[config.mk]
export PLATFORM = sky130hd
export DESIGN_NAME = branch_resolve_update_unit
export DESIGN_NICKNAME = d
export VERILOG_FILES = /design/src/rtl/branch_resolve_update_unit.sv
export SDC_FILE = /design/constraint.sdc
export NUM_CORES = 1
export LEC_CHECK = 0
export ABC_AREA = 0
export CAP_MARGIN = 20
export CORE_AREA = 2 2 303 305
export DETAILED_ROUTE_END_ITERATION = 8
export DIE_AREA = 0 0 305 307
export PLACE_DENSITY = 0.47
export SYNTH_ARGS = -nofsm -noshare
export SYNTH_HDL_FRONTEND = slang
export SYNTH_SLANG_ARGS = --single-unit
export TNS_END_PERCENT = 30
[constraint.sdc]
create_clock -name clk -period 12.17 [get_ports clk]
set_input_delay 1.8255 -clock clk [delete_from_list [all_inputs] [get_ports clk]]
set_output_delay 1.8255 -clock clk [all_outputs]
set_load 0.005 [all_outputs]
[src/rtl/branch_resolve_update_unit.sv]
// branch_resolve_update_unit
//
// Back-end counterpart of the fetch-stage jump controller. Collects resolved
// control-flow results from three functional units, detects mispredictions,
// picks the oldest mispredicting result and drives the gshare, JALR and RAS
// update interfaces plus a fetch redirect. All outputs are registered, so they
// appear exactly one cycle after the inputs are sampled.
// After a redirect the unit stays in RECOVER and silently drops results that
// are the same age as the squash point or younger. It stays there until
// flush_done_i arrives in a cycle that has no new winner.
//
// Handshake: there is no backpressure. Every res_valid_k is consumed in the
// cycle it is sampled. Every output pulse is high for exactly one cycle and is
// fire-and-forget.
//
// Ports (k = 0,1,2):
//   clk, reset                 clock, synchronous active-high reset
//   res_*_k                    resolution from FU k (valid, class, pc, outcome,
//                              prediction, targets, ghist, RAS TOS, ROB index)
//   rob_head_i                 ROB head; all ages are measured from it
//   flush_done_i               pipeline flush complete, ends recovery
//   update_prediction_*_k,
//   misprediction_k, update_global_history_k, correct_pc_k
//                              gshare update set (correct_pc_k also for JALR)
//   jalr_update_*_k            JALR predictor update
//   ras_restore_en_o/_tos_o    RAS checkpoint restore for the winner
//   redirect_valid_o/_pc_o     fetch redirect for the winner
//   recovering_o               FSM is in RECOVER (state debug view)
//   perf_branches_o/_mispred_o performance counters
//
// Configuration: define BRU_PERF_CNT_EN to build the saturating performance
// counters. Without it both counter ports are tied to 0.

module branch_resolve_update_unit #(
    parameter int size        = 32,
    parameter int ENTRIES     = 32,
    parameter int INDEX_WIDTH = $clog2(ENTRIES),
    parameter int ROB_IDX_W   = 5
) (
    input  logic                   clk,
    input  logic                   reset,
    input  logic                   res_valid_0, res_valid_1, res_valid_2,
    input  logic                   res_is_branch_0, res_is_branch_1, res_is_branch_2,
    input  logic                   res_is_jalr_0, res_is_jalr_1, res_is_jalr_2,
    input  logic [size-1:0]        res_pc_0, res_pc_1, res_pc_2,
    input  logic                   res_taken_0, res_taken_1, res_taken_2,
    input  logic                   res_pred_taken_0, res_pred_taken_1, res_pred_taken_2,
    input  logic [size-1:0]        res_target_0, res_target_1, res_target_2,
    input  logic [size-1:0]        res_pred_target_0, res_pred_target_1, res_pred_target_2,
    input  logic [INDEX_WIDTH:0]   res_ghist_0, res_ghist_1, res_ghist_2,
    input  logic [2:0]             res_ras_tos_0, res_ras_tos_1, res_ras_tos_2,
    input  logic [ROB_IDX_W-1:0]   res_rob_idx_0, res_rob_idx_1, res_rob_idx_2,
    input  logic [ROB_IDX_W-1:0]   rob_head_i,
    input  logic                   flush_done_i,
    output logic [size-1:0]        update_prediction_pc_0, update_prediction_pc_1, update_prediction_pc_2,
    output logic                   update_prediction_valid_o_0, update_prediction_valid_o_1, update_prediction_valid_o_2,
    output logic                   misprediction_0, misprediction_1, misprediction_2,
    output logic [INDEX_WIDTH:0]   update_global_history_0, update_global_history_1, update_global_history_2,
    output logic [size-1:0]        correct_pc_0, correct_pc_1, correct_pc_2,
    output logic                   jalr_update_valid_0, jalr_update_valid_1, jalr_update_valid_2,
    output logic [size-1:0]        jalr_update_prediction_pc_0, jalr_update_prediction_pc_1, jalr_update_prediction_pc_2,
    output logic                   ras_restore_en_o,
    output logic [2:0]             ras_restore_tos_o,
    output logic                   redirect_valid_o,
    output logic [size-1:0]        redirect_pc_o,
    output logic                   recovering_o,
    output logic [31:0]            perf_branches_o,
    output logic [31:0]            perf_mispred_o
);
    localparam int GW = INDEX_WIDTH + 1;

    typedef enum logic {IDLE = 1'b0, RECOVER = 1'b1} state_t;
    state_t state_q, state_d;

    logic [ROB_IDX_W-1:0] squash_idx_q;

    // Slot-indexed views of the three FU result ports.
    logic [2:0]           v, br, jr, tk, ptk;
    logic [size-1:0]      pc [3], tgt [3], ptgt [3];
    logic [GW-1:0]        gh [3];
    logic [2:0]           tos [3];
    logic [ROB_IDX_W-1:0] rob [3];

    always_comb begin
        v   = {res_valid_2, res_valid_1, res_valid_0};
        br  = {res_is_branch_2, res_is_branch_1, res_is_branch_0};
        // A slot flagged as both classes is handled as a branch.
        jr  = {res_is_jalr_2, res_is_jalr_1, res_is_jalr_0} & ~br;
        tk  = {res_taken_2, res_taken_1, res_taken_0};
        ptk = {res_pred_taken_2, res_pred_taken_1, res_pred_taken_0};
        pc[0]   = res_pc_0;          pc[1]   = res_pc_1;          pc[2]   = res_pc_2;
        tgt[0]  = res_target_0;      tgt[1]  = res_target_1;      tgt[2]  = res_target_2;
        ptgt[0] = res_pred_target_0; ptgt[1] = res_pred_target_1; ptgt[2] = res_pred_target_2;
        gh[0]   = res_ghist_0;       gh[1]   = res_ghist_1;       gh[2]   = res_ghist_2;
        tos[0]  = res_ras_tos_0;     tos[1]  = res_ras_tos_1;     tos[2]  = res_ras_tos_2;
        rob[0]  = res_rob_idx_0;     rob[1]  = res_rob_idx_1;     rob[2]  = res_rob_idx_2;
    end

    // Ages wrap modulo 2^ROB_IDX_W relative to the live head. The squash age
    // is re-derived every cycle, because the head moves while we recover.
    logic [ROB_IDX_W-1:0] age [3];
    logic [ROB_IDX_W-1:0] squash_age;
    logic [2:0]           elig, mis;
    logic [size-1:0]      cpc [3];

    always_comb begin
        squash_age = squash_idx_q - rob_head_i;
        for (int k = 0; k < 3; k++) begin
            age[k]  = rob[k] - rob_head_i;
            elig[k] = v[k] && (state_q == IDLE || age[k] < squash_age);
            mis[k]  = br[k] ? (tk[k] != ptk[k]) : (jr[k] && (tgt[k] != ptgt[k]));
            cpc[k]  = (jr[k] || tk[k]) ? tgt[k] : pc[k] + size'(4);
        end
    end

    // Oldest eligible mispredict. The strict '<' keeps the lower slot on an age tie.
    logic                 win_found;
    logic [1:0]           win_k;
    logic [ROB_IDX_W-1:0] win_age;

    always_comb begin
        win_found = 1'b0;
        win_k     = 2'd0;
        win_age   = '0;
        for (int k = 0; k < 3; k++) begin
            if (elig[k] && mis[k] && (!win_found || age[k] < win_age)) begin
                win_found = 1'b1;
                win_k     = 2'(k);
                win_age   = age[k];
            end
        end
    end

    // Slots strictly younger than the winner are on the wrong path.
    logic [2:0] keep;
    logic [1:0] n_upd;

    always_comb begin
        keep  = '0;
        n_upd = '0;
        for (int k = 0; k < 3; k++) begin
            keep[k] = elig[k] && (!win_found || age[k] <= win_age);
            n_upd   = n_upd + 2'(keep[k] && (br[k] || jr[k]));
        end
    end

    // FSM: state register / next state / outputs.
    always_ff @(posedge clk) begin
        if (reset) state_q <= IDLE;
        else       state_q <= state_d;
    end

    always_comb begin
        state_d = state_q;
        case (state_q)
            IDLE:    if (win_found) state_d = RECOVER;
            RECOVER: if (!win_found && flush_done_i) state_d = IDLE;
            default: state_d = IDLE;
        endcase
    end

    always_comb begin
        recovering_o = (state_q == RECOVER);
    end

    always_ff @(posedge clk) begin
        if (reset)          squash_idx_q <= '0;
        else if (win_found) squash_idx_q <= rob[win_k];
    end

    // Registered update / redirect outputs. Data fields are zero when their valid bit is low.
    logic [2:0]      upd_v_q, mis_q, jv_q;
    logic [size-1:0] uppc_q [3], cpc_q [3], jpc_q [3];
    logic [GW-1:0]   gh_q [3];
    logic            ras_en_q, redir_v_q;
    logic [2:0]      ras_tos_q;
    logic [size-1:0] redir_pc_q;

    always_ff @(posedge clk) begin
        if (reset) begin
            upd_v_q <= '0; mis_q <= '0; jv_q <= '0;
            for (int k = 0; k < 3; k++) begin
                uppc_q[k] <= '0; cpc_q[k] <= '0; jpc_q[k] <= '0; gh_q[k] <= '0;
            end
            ras_en_q <= 1'b0; ras_tos_q <= '0; redir_v_q <= 1'b0; redir_pc_q <= '0;
        end else begin
            for (int k = 0; k < 3; k++) begin
                upd_v_q[k] <= keep[k] && br[k];
                jv_q[k]    <= keep[k] && jr[k];
                mis_q[k]   <= keep[k] && mis[k];
                uppc_q[k]  <= (keep[k] && br[k]) ? pc[k] : '0;
                gh_q[k]    <= (keep[k] && br[k]) ? gh[k] : '0;
                jpc_q[k]   <= (keep[k] && jr[k]) ? pc[k] : '0;
                cpc_q[k]   <= (keep[k] && (br[k] || jr[k])) ? cpc[k] : '0;
            end
            redir_v_q  <= win_found;
            redir_pc_q <= win_found ? cpc[win_k] : '0;
            ras_en_q   <= win_found;
            ras_tos_q  <= win_found ? tos[win_k] : '0;
        end
    end

    assign update_prediction_valid_o_0 = upd_v_q[0];
    assign update_prediction_valid_o_1 = upd_v_q[1];
    assign update_prediction_valid_o_2 = upd_v_q[2];
    assign update_prediction_pc_0      = uppc_q[0];
    assign update_prediction_pc_1      = uppc_q[1];
    assign update_prediction_pc_2      = uppc_q[2];
    assign misprediction_0             = mis_q[0];
    assign misprediction_1             = mis_q[1];
    assign misprediction_2             = mis_q[2];
    assign update_global_history_0     = gh_q[0];
    assign update_global_history_1     = gh_q[1];
    assign update_global_history_2     = gh_q[2];
    assign correct_pc_0                = cpc_q[0];
    assign correct_pc_1                = cpc_q[1];
    assign correct_pc_2                = cpc_q[2];
    assign jalr_update_valid_0         = jv_q[0];
    assign jalr_update_valid_1         = jv_q[1];
    assign jalr_update_valid_2         = jv_q[2];
    assign jalr_update_prediction_pc_0 = jpc_q[0];
    assign jalr_update_prediction_pc_1 = jpc_q[1];
    assign jalr_update_prediction_pc_2 = jpc_q[2];
    assign ras_restore_en_o            = ras_en_q;
    assign ras_restore_tos_o           = ras_tos_q;
    assign redirect_valid_o            = redir_v_q;
    assign redirect_pc_o               = redir_pc_q;

`ifdef BRU_PERF_CNT_EN
    logic [31:0] pb_q, pm_q;
    logic [32:0] pb_sum;

    always_comb begin
        pb_sum = {1'b0, pb_q} + 33'(n_upd);
    end

    // Both counters saturate at all-ones instead of wrapping.
    always_ff @(posedge clk) begin
        if (reset) begin
            pb_q <= '0;
            pm_q <= '0;
        end else begin
            pb_q <= pb_sum[32] ? '1 : pb_sum[31:0];
            if (win_found && pm_q != '1) pm_q <= pm_q + 32'd1;
        end
    end

    assign perf_branches_o = pb_q;
    assign perf_mispred_o  = pm_q;
`else
    logic unused_perf;
    assign unused_perf     = ^n_upd;
    assign perf_branches_o = '0;
    assign perf_mispred_o  = '0;
`endif

endmodule
# [Word level (Yosys, flattened, before mapping)]
# Memory sizes are Yosys's and may differ from the RTL's.
# Index checks and enable logic that the tools add are counted.
[word_totals] reg_bits=51 ramBits=306 inputBits=353 output_inout_bits=417 wordCells=149 n_memories=4
[memory_table] name="cpc_q" depth=3 width=32 read_ports=3 rd_ports_with_merged_regs=0 write_ports=3 line="173" text="logic [size-1:0] uppc_q [3], cpc_q [3], jpc_q [3];"
[memory_table] name="jpc_q" depth=3 width=32 read_ports=3 rd_ports_with_merged_regs=0 write_ports=3 line="173"
[memory_table] name="uppc_q" depth=3 width=32 read_ports=3 rd_ports_with_merged_regs=0 write_ports=3 line="173"
[memory_table] name="gh_q" depth=3 width=6 read_ports=3 rd_ports_with_merged_regs=0 write_ports=3 line="174" text="logic [GW-1:0] gh_q [3];"
[classes] addsub=7 n_lt_le_gt_ge=9 eq_ne=6 muxes=53 bitwise_logic=17 reduce_logical=45
[ops] operator="two-way mux 32 bit" count=23
[ops] operator="adder 32 x 3 -> 32 bit, second input constant" count=3
[ops] operator="!= test 32 bit" count=3
[ops] operator="binary-select mux 32 bit (select 2 bit)" count=1
[ops] operator="two-way mux 6 bit" count=6
[ops] operator="logical AND 1 bit" count=27
[ops] operator="less-than comparator 5 bit" count=5
[ops] operator="two-way mux 5 bit" count=5
[ops] operator="subtractor 5 bit" count=4
[ops] operator="<= comparator 5 bit" count=3
[ops] operator="logical OR 1 bit" count=14
[ops] operator="two-way mux 1 bit" count=12
[ops] operator="OR 1 bit" count=12
[ops] operator="binary-select mux 5 bit (select 2 bit)" count=1
[ops] operator="binary-select mux 3 bit (select 2 bit)" count=1
[ops] operator="two-way mux 3 bit" count=2
[ops] operator="bitwise AND 3 bit" count=1
[ops] operator="greater-or-equal comparator 3 bit, second input constant" count=1
[ops] operator="logical NOT 1 bit" count=3
[ops] operator="!= test 1 bit" count=3
[ops] operator="NOT 2 -> 3 bit" count=1
[ops] operator="NOT 3 bit" count=1
[ops] operator="two-way mux 2 bit" count=1
[ops] operator="NOT 1 bit" count=2
[ops] operator="other kinds (2)" count=2

# [Depth between registers and ports, before layout]
[depth] ltp_word=20 depth_mapped=43 mapped_depth_nobuf=38

# [Worst setup path after synthesis]
# OpenSTA, ideal clock, no wires.
[synth_timing] kind="input -> register" startpoint="input rob_head_i[1]" endpoint="memory jpc_q[1][2] (netlist: jpc_q[0][34])" setup_ns=0.059 arrival_ns=10.096 t_required_ns=12.111 setup_slack_ns=2.015 cell_stages=41 path_buffers=5 cell_sequence="inv_1 fa_1 inv_1 ha_1 a21o_1 a21o_1 maj3_2 a2bb2oi_1 buf_2 or3b_2 ha_1 a21o_1 a211oi_1 o21bai_1 o21ai_0 o211a_1 clkbuf_1 buf_1 (+5 left out) a21o_1 a21oi_1 nand2_1 or4_4 a31oi_4 buf_6 mux2_1 ha_1 nor2b_1 o21a_1 o21ai_0 nand2b_1 a21oi_1 a31oi_1 a211oi_1 nor2b_1 clkbuf_1 and2_1"
[synth_lines] item="from (decl)" line="53" text="input logic [ROB_IDX_W-1:0] rob_head_i,"
[synth_lines] item="to (decl)" line="173"

==> results.py <==
metrics = {
    "clock_tree": {
        "cts_resized": 0,
        "tritoncts": "yes",
        "clock_path_buffers": 3,
        "clock_latency_ps": 570,
        "ctsRootBufferMaster": "clkbuf_16",
        "cts_hold_buf": 0,
        "h-tree-depth": 2,
        "clkTransAtPathRegs_ps": 60,
        "cts_buffers": 44,
        "post_cts_buffers": 0,
        "cts_sinks": 357,
    },
    "run": {
        "maxCapViolCount": 0,
    },
    "pwr": {
        "clkPwrFrac_pct": 34.7,
        "peakVddDrop_mv": 0.09004,
        "p_comb_share_pct": 31.2,
        "powerDensity_nw_per_um2": 150.8,
        "p_leak_uw": 0.01029,
        "pwr-share-seq_pct": 34.1,
        "switching_share_pct": 32.27,
        "switchingPower_uw": 1275,
        "p_int_uw": 2676,
        "power.total_uw": 3951,
    },
    "floorplanning": {
        "die_y_microns": 307,
        "initial_core_util_pct": 18.15,
        "rows": 111,
        "io_pins": 770,
        "die-area_sq_um": 93640,
        "coreArea_sq_um": 90690,
        "die_w_microns": 305,
    },
    "global_routing": {
        "antenna_found_initial": 7,
        "grtUsageTotal_pct": 18.44,
        "overflow": 0,
        "grt_pass1_wl_microns": 122500,
        "grt_max_degree": 73,
        "grt_pass1_vias": 15409,
    },
    "sta": {
        "final_hold_viol_count": 0,
        "setup_tns_ps": 0,
        "drv_slew": 0,
        "min_period_ps": 10720,
        "rsz0062_at_grt": "no",
        "max_freq_ghz": 0.09331,
        "final-setup-viol-count": 0,
        "period_share_pct": 88.06,
        "slew_headroom_pct": 33.17,
        "skew_ps": 10.61,
        "worstMarginPinSlew_ps": 992.0,
    },
    "worst_setup_path": {
        "cp-start-kind": "input port",
        "cpPeakStageDelay_ps": 550,
        "cp_slowest_cell": "clkdlybuf4s50_1",
        "critPathMaxFanout": 40,
        "worstPathRequired_ps": 12690,
        "path_delay_family": "compound AO/OA/AOI/OAI gates",
        "worst-setup-path-type": "in2reg",
        "path_buf_inv": 7,
        "cp_common_cell": "ha_1",
        "worst_setup_path_end_kind": "flip-flop",
        "worst_ep_arrival_time_ps": 11230,
    },
    "synthesis": {
        "synthArstFlopShare_pct": 0,
        "synth.avg_cell_area_sq_um": 9.054,
        "ys_seq_elements": 357,
        "ys_seq_area_share_pct": 43.42,
        "synth-edff-count": 0,
        "synthCells": 1818,
        "synthFlopType": "dfxtp_1",
        "yosysWarnings": 0,
        "yosys.cell_types.count": 63,
        "synth_area_sq_um": 16460,
    },
    "routing": {
        "viasPerCell": 4.144,
        "drt_iter0_drc": 717,
        "drc": 0,
        "wire_per_inst_microns": 24.22,
        "via_count": 15440,
        "drtAntennaViolNets": 0,
        "wirelength_microns": 90240,
        "dr.pass1.iters": 4,
    },
    "run_status": {
        "status": "finished clean",
    },
    "place": {
        "hpwlAfterDp_microns": 74190,
        "io_buffers": 705,
        "globalplace.congestion": 0.8691,
    },
    "layout": {
        "layout-drive-gt1-share_pct": 5.002,
        "final_cell_mix": "clkdlybuf4s50_1, dfxtp_1, nor2_1, and3_1, xnor2_1",
        "layout.nets": 2913,
        "final_common_cell": "clkdlybuf4s50_1",
        "syn_to_final_growth_pct": 59.12,
        "nFillCells": 9708,
    },
    "hold_path": {
        "hp-class": "reg2reg",
    },
}
-- sequential cells by signal, summed over array words and instances (netlist names), 5 cells and up --
signal / cells
squash_idx_q: 5
uppc_q: 96
jpc_q: 96
gh_q: 18
cpc_q: 96
redirect_pc_o: 32
-- through the flow --
stage / hold slack, ps / instance area [sq um] / setup slack, ps / utilization [%] / cells
finish: 659.0 / 26190 / 1453 / 28.88 / 3726
global route: 705.9 / 26190 / 854.7 / 28.88 / 3725
CTS: 648.1 / 26190 / 1550 / 28.87 / 3724
detailed placement: 634.9 / 24690 / 944.3 / 27.22 / 3644
global placement: 630.1 / 24690 / 1003 / 27.22 / 3644
floorplan: 565.4 / 16700 / 2015 / - / 1881
-- cells by family after synthesis --
| group | synth area share (%) |
|---|---|
| muxes | 4.515 |
| xor gates and xnor gates | 10.16 |
| DFF | 43.42 |
| other | 0.02278 |
| buffers and inverters | 6.180 |
| AOI/OAI and AO/OA | 6.590 |
| adders and majority gates | 4.431 |
| and+or+nand+nor | 24.68 |
-- worst paths after layout --
| path | from | to | slack (ps) | depth (start not counted) |
|---|---|---|---|---|
| min reg2reg | recovering_o | recovering_o | 660 | 2 |
| max | rob_head_i[0] | jpc_q[0][87] | 1450 | 39 |
| min | recovering_o | recovering_o | 660 | 2 |
| max reg2reg | squash_idx_q[0] | jpc_q[0][87] | 2950 | 39 |
-- layout make-up --
| class | count | area (sq um) | area share [%] |
|---|---|---|---|
| clock inverters | 16 | 171.4 | 0.6544 |
| flip-flops and latches | 357 | 7147 | 27.29 |
| repair buffers | 735 | 7279 | 27.79 |
| multi-input cells | 1325 | 8623 | 32.92 |
| well taps | 1186 | 1484 | 5.665 |
| diodes | 1 | 2.502 | 0.009554 |
| inverters | 42 | 157.7 | 0.6019 |
| clock buffers | 64 | 1328 | 5.068 |
-- per-layer routing --
layer / share of wire, % / track usage [%] / wire length (microns) / up-vias
met1: 43 / 22.82 / 38800 / 7299
met3: 5.3 / 3.666 / 4811 / 83
met5: 0.012 / 0 / 11 / -
met4: 1.9 / 3.983 / 1733 / 2
met2: 50 / 32.85 / 44890 / 616
li1: - / - / - / 7440
-- synthesized netlist by cell type, drive strengths merged, types with 4 or more instances --
| master | number | area [sq um] |
|---|---|---|
| a21oi | 24 | 123.9 |
| a31oi | 5 | 46.29 |
| nand3 | 56 | 280.3 |
| o21a | 5 | 37.54 |
| o211ai | 7 | 52.55 |
| and4 | 4 | 35.03 |
| nand3b | 26 | 195.2 |
| nor2b | 14 | 87.58 |
| a21o | 11 | 82.58 |
| buf | 82 | 578.1 |
| o2111ai | 4 | 41.29 |
| xor2 | 81 | 709.4 |
| and3 | 164 | 1026 |
| nor4 | 25 | 156.4 |
| dfxtp | 357 | 7147 |
| o21ai | 94 | 470.5 |
| or3 | 9 | 61.31 |
| nor2 | 184 | 690.7 |
| nor3b | 24 | 180.2 |
| mux2i | 72 | 720.7 |
| nor3 | 15 | 75.07 |
| inv | 42 | 157.7 |
| nand2b | 27 | 168.9 |
| a211oi | 5 | 42.54 |
| nand4 | 35 | 219.0 |
| nand2 | 105 | 394.1 |
| and2 | 72 | 450.4 |
| fa | 4 | 80.08 |
| ha | 51 | 638.1 |
| xnor2 | 110 | 963.4 |
| clkbuf | 75 | 281.5 |
| o32ai | 5 | 43.79 |
-- worst reg2reg max path, delay by kind of cell (launching register included) --
family                     cells  cell delay, ps
adders and majority gates      7            2050
muxes                          1             360
buffers and inverters          7            1350
xor gates and xnor gates       1             320
AOI/OAI and AO/OA             16            3130
DFF                            1             290
and+or+nand+nor                7            1670
-- power by group through the flow --
stage / combinational [uW] / clock, uW / sequential [uW]
after floorplan: 529 / 0 / 1370
after global placement: 1260 / 0 / 1370
after detailed placement: 1250 / 0 / 1370
after CTS: 1260 / 1410 / 1350
after global routing: 1340 / 1450 / 1360
final: 1230 / 1370 / 1350
(Power assumes the default switching activity.)
==> variant 1, RTL diff (config.mk and constraints unchanged) <==
Register the input `res_target_1` before use, with the module's reset. The logic sees it one clock later. The other inputs are not delayed to match.
--- a/src/rtl/branch_resolve_update_unit.sv
+++ b/src/rtl/branch_resolve_update_unit.sv
@@ -72,2 +72,13 @@
     typedef enum logic {IDLE = 1'b0, RECOVER = 1'b1} state_t;
+
+    logic [size-1:0] res_target_1_q;
+
+    always_ff @(posedge clk) begin
+        if (reset) begin
+            res_target_1_q <= '0;
+        end else begin
+            res_target_1_q <= res_target_1;
+        end
+    end
+
     state_t state_q, state_d;
@@ -91,3 +102,3 @@
         pc[0]   = res_pc_0;          pc[1]   = res_pc_1;          pc[2]   = res_pc_2;
-        tgt[0]  = res_target_0;      tgt[1]  = res_target_1;      tgt[2]  = res_target_2;
+        tgt[0]  = res_target_0;      tgt[1]  = res_target_1_q;      tgt[2]  = res_target_2;
         ptgt[0] = res_pred_target_0; ptgt[1] = res_pred_target_1; ptgt[2] = res_pred_target_2;
Formal check against the unedited RTL: not equivalent (a bounded check fails within 4 cycles, from zero or initial values and one cycle with reset high).
==> variant 1 against the unedited design <==
Clock power up 8%; critical path depth grew 3; area after synthesis increased by 2.2%; power shrank 1.1%; wire length is 2.7% higher; sequential share of layout area increased by 1.9 points; core utilization rose by 0.57 points; critical endpoint is now jpc_q[0][28]$_SDFF_PP0_; setup slack better by 0.22 ns; cell area is 2.0% higher; first-iteration DRC count grew 4.7%; critical path type unchanged; sequential cell count increased by 32.
==> variant 1: results (changes against the unedited design) <==
Routing
The length of the first detailed-routing pass in iterations came to 5 (+1). The average wire per cell in the routed design came to 24.9 um (+2.7%). The post-detailed-route via-to-cell ratio is 4.09 (-1.2%). The number of DRC violations after detailed-routing iteration 0 was 751 (+4.7%).

Synth
The mean post-synth cell area is 9.40 sq um (+3.8%). The sequential cell area fraction in the yosys report is 46.3% (+2.9 points). The multiplexer fraction of the synthesized cell area came to 3.32% (-1.2 points).

The synthesized-area fraction occupied by ao, oa, aoi and oai cells was 7.51% (+0.92 points).

Worst setup path
The arrival time of the worst setup path is 11.03 ns (-0.20 ns). Among all stages on the critical path, the largest delay is contributed by sky130_fd_sc_hd__nor3_2. The delay contributed by the slowest stage of the critical path is 0.59 ns (+0.04 ns).

The count of cells along the worst register-to-register path is 42 (+7.7%).

Placed design
The placed wire-length estimate is 77.2 mm (+4.1%). The standard cell area after detailed placement came to 25000 sq um (+1.4%).

GRT
The number of global-route vias before repair was 15300 (-0.80%). The met3 demand-to-capacity share in global routing is 4.56% (+0.89 points). The pin count of the biggest net entering global routing is 61 (-16%).

The met1 global-route usage is 23.3% (+0.44 points). The wire length of the first global-routing pass was 125 mm (+2.2%). The overall fraction of global-route tracks in use is 19.1% (+0.71 points). The initial antenna violation count is 12 (+5).

Hold path
The number of cells on the worst hold path came to 3 (+1). The startpoint identified for the worst hold timing path is squash_idx_q[0]$_SDFFE_PP0P_. The worst min-delay path endpoint is squash_idx_q[0]$_SDFFE_PP0P_.

Timing
The clock tree skew after final layout is 0.0518 ns (+0.0411 ns).

Cells and area
The count of nets after finishing is 2905 (-0.27%).

Clocking
The clock insertion delay at the later pin of the skew report is 0.64 ns (+0.07 ns).

Pwr
The maximum ir drop on the vdd rail is 0.110 mV (+22%). The proportion of total power due to net switching was 31.0% (-1.3 points). The reported leakage power is 10.1 nW (-2.2%).

Status
The run finished with clean final reports.
==> variant 1: cell count changes after synthesis, moves of 16 or more <==
| cell | before | now |
|---|---|---|
| sky130_fd_sc_hd__a211oi_1 | 4 | 32 |
| sky130_fd_sc_hd__dfxtp_1 | 357 | 389 |
| sky130_fd_sc_hd__and2_1 | 72 | 210 |
| sky130_fd_sc_hd__nor2b_1 | 14 | 42 |
| sky130_fd_sc_hd__and3_1 | 164 | 17 |
| sky130_fd_sc_hd__mux2i_1 | 72 | 40 |
| sky130_fd_sc_hd__clkbuf_1 | 75 | 46 |
| sky130_fd_sc_hd__nand3b_1 | 26 | 0 |
| sky130_fd_sc_hd__nor3b_1 | 24 | 0 |
| sky130_fd_sc_hd__nor2_1 | 184 | 166 |
| sky130_fd_sc_hd__nand2b_1 | 27 | 11 |
==> variant 1: power groups by stage <==
stage	Sequential [W]	Combinational (W)	Clock, W
2_1_floorplan	0.00144	0.000432	0
3_3_place_gp	0.00143	0.00103	0
3_5_place_dp	0.00143	0.00103	0
4_1_cts	0.00141	0.00103	0.00153
5_1_grt	0.00142	0.00111	0.00158
6_report	0.00141	0.00102	0.00148
==> variant 1: routing by layer <==
layer | up-vias | wire length (um)
met2 | 659 | 45600
met1 | 7203 | 39100
met4 | 0 | 2350
met5 | - | 0
met3 | 91 | 5650
li1 | 7291 | -
==> variant 1: area by class of cell <==
cell class              instances  area, sq um
diodes                          4         10.0
clock buffers                  70         1400
clock inverters                17          228
fillers                      9665        64000
inverters                      37          139
multi-input cells            1286         8360
flip-flops and latches        389         7790
well taps                    1186         1480
repair buffers                736         7300
==> variant 1: per-stage QoR <==
step,setup WS (ns),total power (W)
after detailed placement,1.14,0.00246
final,1.68,0.00391
after global routing,0.971,0.00410
after floorplan,2.55,0.00187
after global placement,1.31,0.00247
after CTS,1.76,0.00397
==> variant 2, RTL diff (same settings) <==
Without the edit above. Build with the macro `BRU_PERF_CNT_EN` defined.
--- a/src/rtl/branch_resolve_update_unit.sv
+++ b/src/rtl/branch_resolve_update_unit.sv
@@ -32,2 +32,4 @@
 // counters. Without it both counter ports are tied to 0.
+
+`define BRU_PERF_CNT_EN
 
Check against the original RTL: not equivalent (Yosys sat finds a counterexample within 4 cycles, from zero or initial values and one cycle with reset high).
==> variant 2 against the unedited design <==
Cell area up 14%; clock skew is 0.0042 ns higher; area after synthesis is 15% higher; sequential power up 16%; combinational power up 9.8%; clock power up 18%; wire length up 6.1%; register-to-register slack worse by 0.48 ns; sequential cell count up 64; setup slack worse by 0.47 ns; power is 14% higher; critical path depth rose by 11; via count is 16% higher; count of clock-buffer cells in the layout up 11.
==> variant 2: results (changes against the unedited design) <==
GRT
The initial antenna violation count was 8 (+1). The number of global-route vias before repair is 18200 (+18%). The wire length of the first global-routing pass is 134 mm (+9.3%).

The pin count of the biggest net entering global routing is 69 (-5.5%). The overall fraction of global-route tracks in use is 19.7% (+1.3 points).

Worst setup path
Tracing the worst setup path back leads to its startpoint at rob_head_i[0]. The reg-to-reg critical path endpoint is perf_branches_o[17]$_SDFF_PP0_. The delay contributed by the slowest stage of the critical path is 0.59 ns (+0.04 ns). The count of cells along the worst register-to-register path is 50 (+28%). The maximum fanout along the worst path is 27 (-33%).

The register-to-register setup slack came to 2.47 ns (-0.48 ns). The arrival time of the worst setup path came to 11.66 ns (+0.43 ns).

Clocking
The clock insertion delay at the later pin of the skew report is 0.62 ns (+0.05 ns). The CTS buffer count is 53 (+20%).

Placed design
The placed wire-length estimate came to 77.7 mm (+4.7%). The last weighted congestion value of the routability-driven placer is 0.870 (about the same). The number of buffers inserted by port buffering came to 769 (+9.1%).

The standard cell area after detailed placement was 28200 sq um (+14%). The pre-CTS setup slack came to 0.257 ns (-0.688 ns).

Routing
The length of the first detailed-routing pass in iterations came to 5 (+1). The number of DRC violations after detailed-routing iteration 0 is 932 (+30%). The routed wire length is 95.7 mm (+6.1%). The post-detailed-route via-to-cell ratio came to 4.42 (+6.6%).

Cells and area
The fraction of layout cells with a size suffix above 1 is 6.21% (+1.2 points). The count of nets after finishing is 3240 (+11%).

Timing
The transition time at the pin with the least slew margin is 1.16 ns (+0.171 ns). The clock tree skew after final layout is 0.0149 ns (+0.00425 ns). The worst hold slack is 0.501 ns (-0.158 ns).

Synth
The synthesized-area fraction occupied by ao, oa, aoi and oai cells is 8.21% (+1.6 points). The xor/xnor cell area share of the yosys netlist is 10.2% (+0.016 points). The sequential cell area fraction in the yosys report came to 44.5% (+1.1 points). The number of distinct library cells after synthesis is 71 (+13%).

The multiplexer fraction of the synthesized cell area came to 5.58% (+1.1 points). The commonest cells after synthesis are sky130_fd_sc_hd__dfxtp_1, sky130_fd_sc_hd__and2_1, sky130_fd_sc_hd__nand2_1. The proportion of synthesized flip-flops having asynchronous set or reset is 0% (unchanged). Ranked by total cell area, the synthesized netlist is headed by sky130_fd_sc_hd__dfxtp_1, sky130_fd_sc_hd__and2_1, sky130_fd_sc_hd__xnor2_1. The post-synthesis share of cell area spent on full adders, half adders and majority gates is 4.32% (-0.12 points).

Hold path
For hold timing, the worst endpoint is perf_mispred_o[1]$_SDFFE_PP0P_. The worst hold path begins at perf_mispred_o[1]$_SDFFE_PP0P_.

Status
The flow ran to the end, and the final reports show no timing, DRC or antenna violations.

Pwr
The reported leakage power came to 11.1 nW (+7.5%). The maximum ir drop on the vdd rail is 0.132 mV (+47%).
==> variant 2: tightest hold or removal path, delay by kind of cell (launching register included) <==
kind | cells | cell delay, ns
DFF | 1 | 0.33
AOI/OAI and AO/OA | 1 | 0.06
and+or+nand+nor | 1 | 0.06
==> variant 2: power by group <==
part           leakage [nW]  internal (W)  switching, W
clock                 0.865      0.000951      0.000660
combinational          6.78      0.000628      0.000719
sequential             3.42       0.00151     0.0000495
total                  11.1       0.00309       0.00143
==> variant 2: area by class of cell <==
class                           instances  area, sq um
Fill cell                            9406        60700
Multi-Input combinational cell       1481        10000
Sequential cell                       421         8430
Timing Repair Buffer                  816         8050
Clock buffer                           75         1510
Tap cell                             1186         1480
Clock inverter                         21          251
Inverter                               54          203
Antenna cell                            4         10.0
==> variant 2: timing repair <==
item,CTS,global route
resized for setup,0,3
setup endpoints to repair,0,28
setup buffers,0,0
==> variant 2: worst max-delay path by stage <==
stage                                           to  slack [ns]
global route         perf_branches_o[0]$_SDFF_PP0_        0.09
floorplan           perf_branches_o[21]$_SDFF_PP0_        0.21
detailed placement  perf_branches_o[30]$_SDFF_PP0_        0.26
CTS                 perf_branches_o[30]$_SDFF_PP0_        0.92
finish              perf_branches_o[17]$_SDFF_PP0_        0.98
global placement    perf_branches_o[30]$_SDFF_PP0_        0.31
==> variant 2: logic make-up after synthesis <==
kind of cell    Yosys count
fa+ha+maj                62
compound gates          243
simple gates            853
buf+inv                 147
xor+xnor                220
mux                     103
flops                   421
==> variant 2: through the flow <==
stage               util, %  std cells  power [W]
floorplan                 -       2049    0.00218
global placement       31.0       3953    0.00295
detailed placement     31.1       3956    0.00296
CTS                    33.0       4052    0.00460
global route           33.0       4056    0.00476
finish                 33.0       4058    0.00452
==> variant 2: per-layer routing <==
| layer | global-route usage (%) | wire length (um) | vias to the layer above |
|---|---|---|---|
| li1 | - | - | 8565 |
| met1 | 24.5 | 40600 | 8622 |
| met2 | 33.6 | 46000 | 629 |
| met3 | 5.14 | 6720 | 109 |
| met4 | 5.28 | 2340 | 0 |
| met5 | 0 | 0 | - |
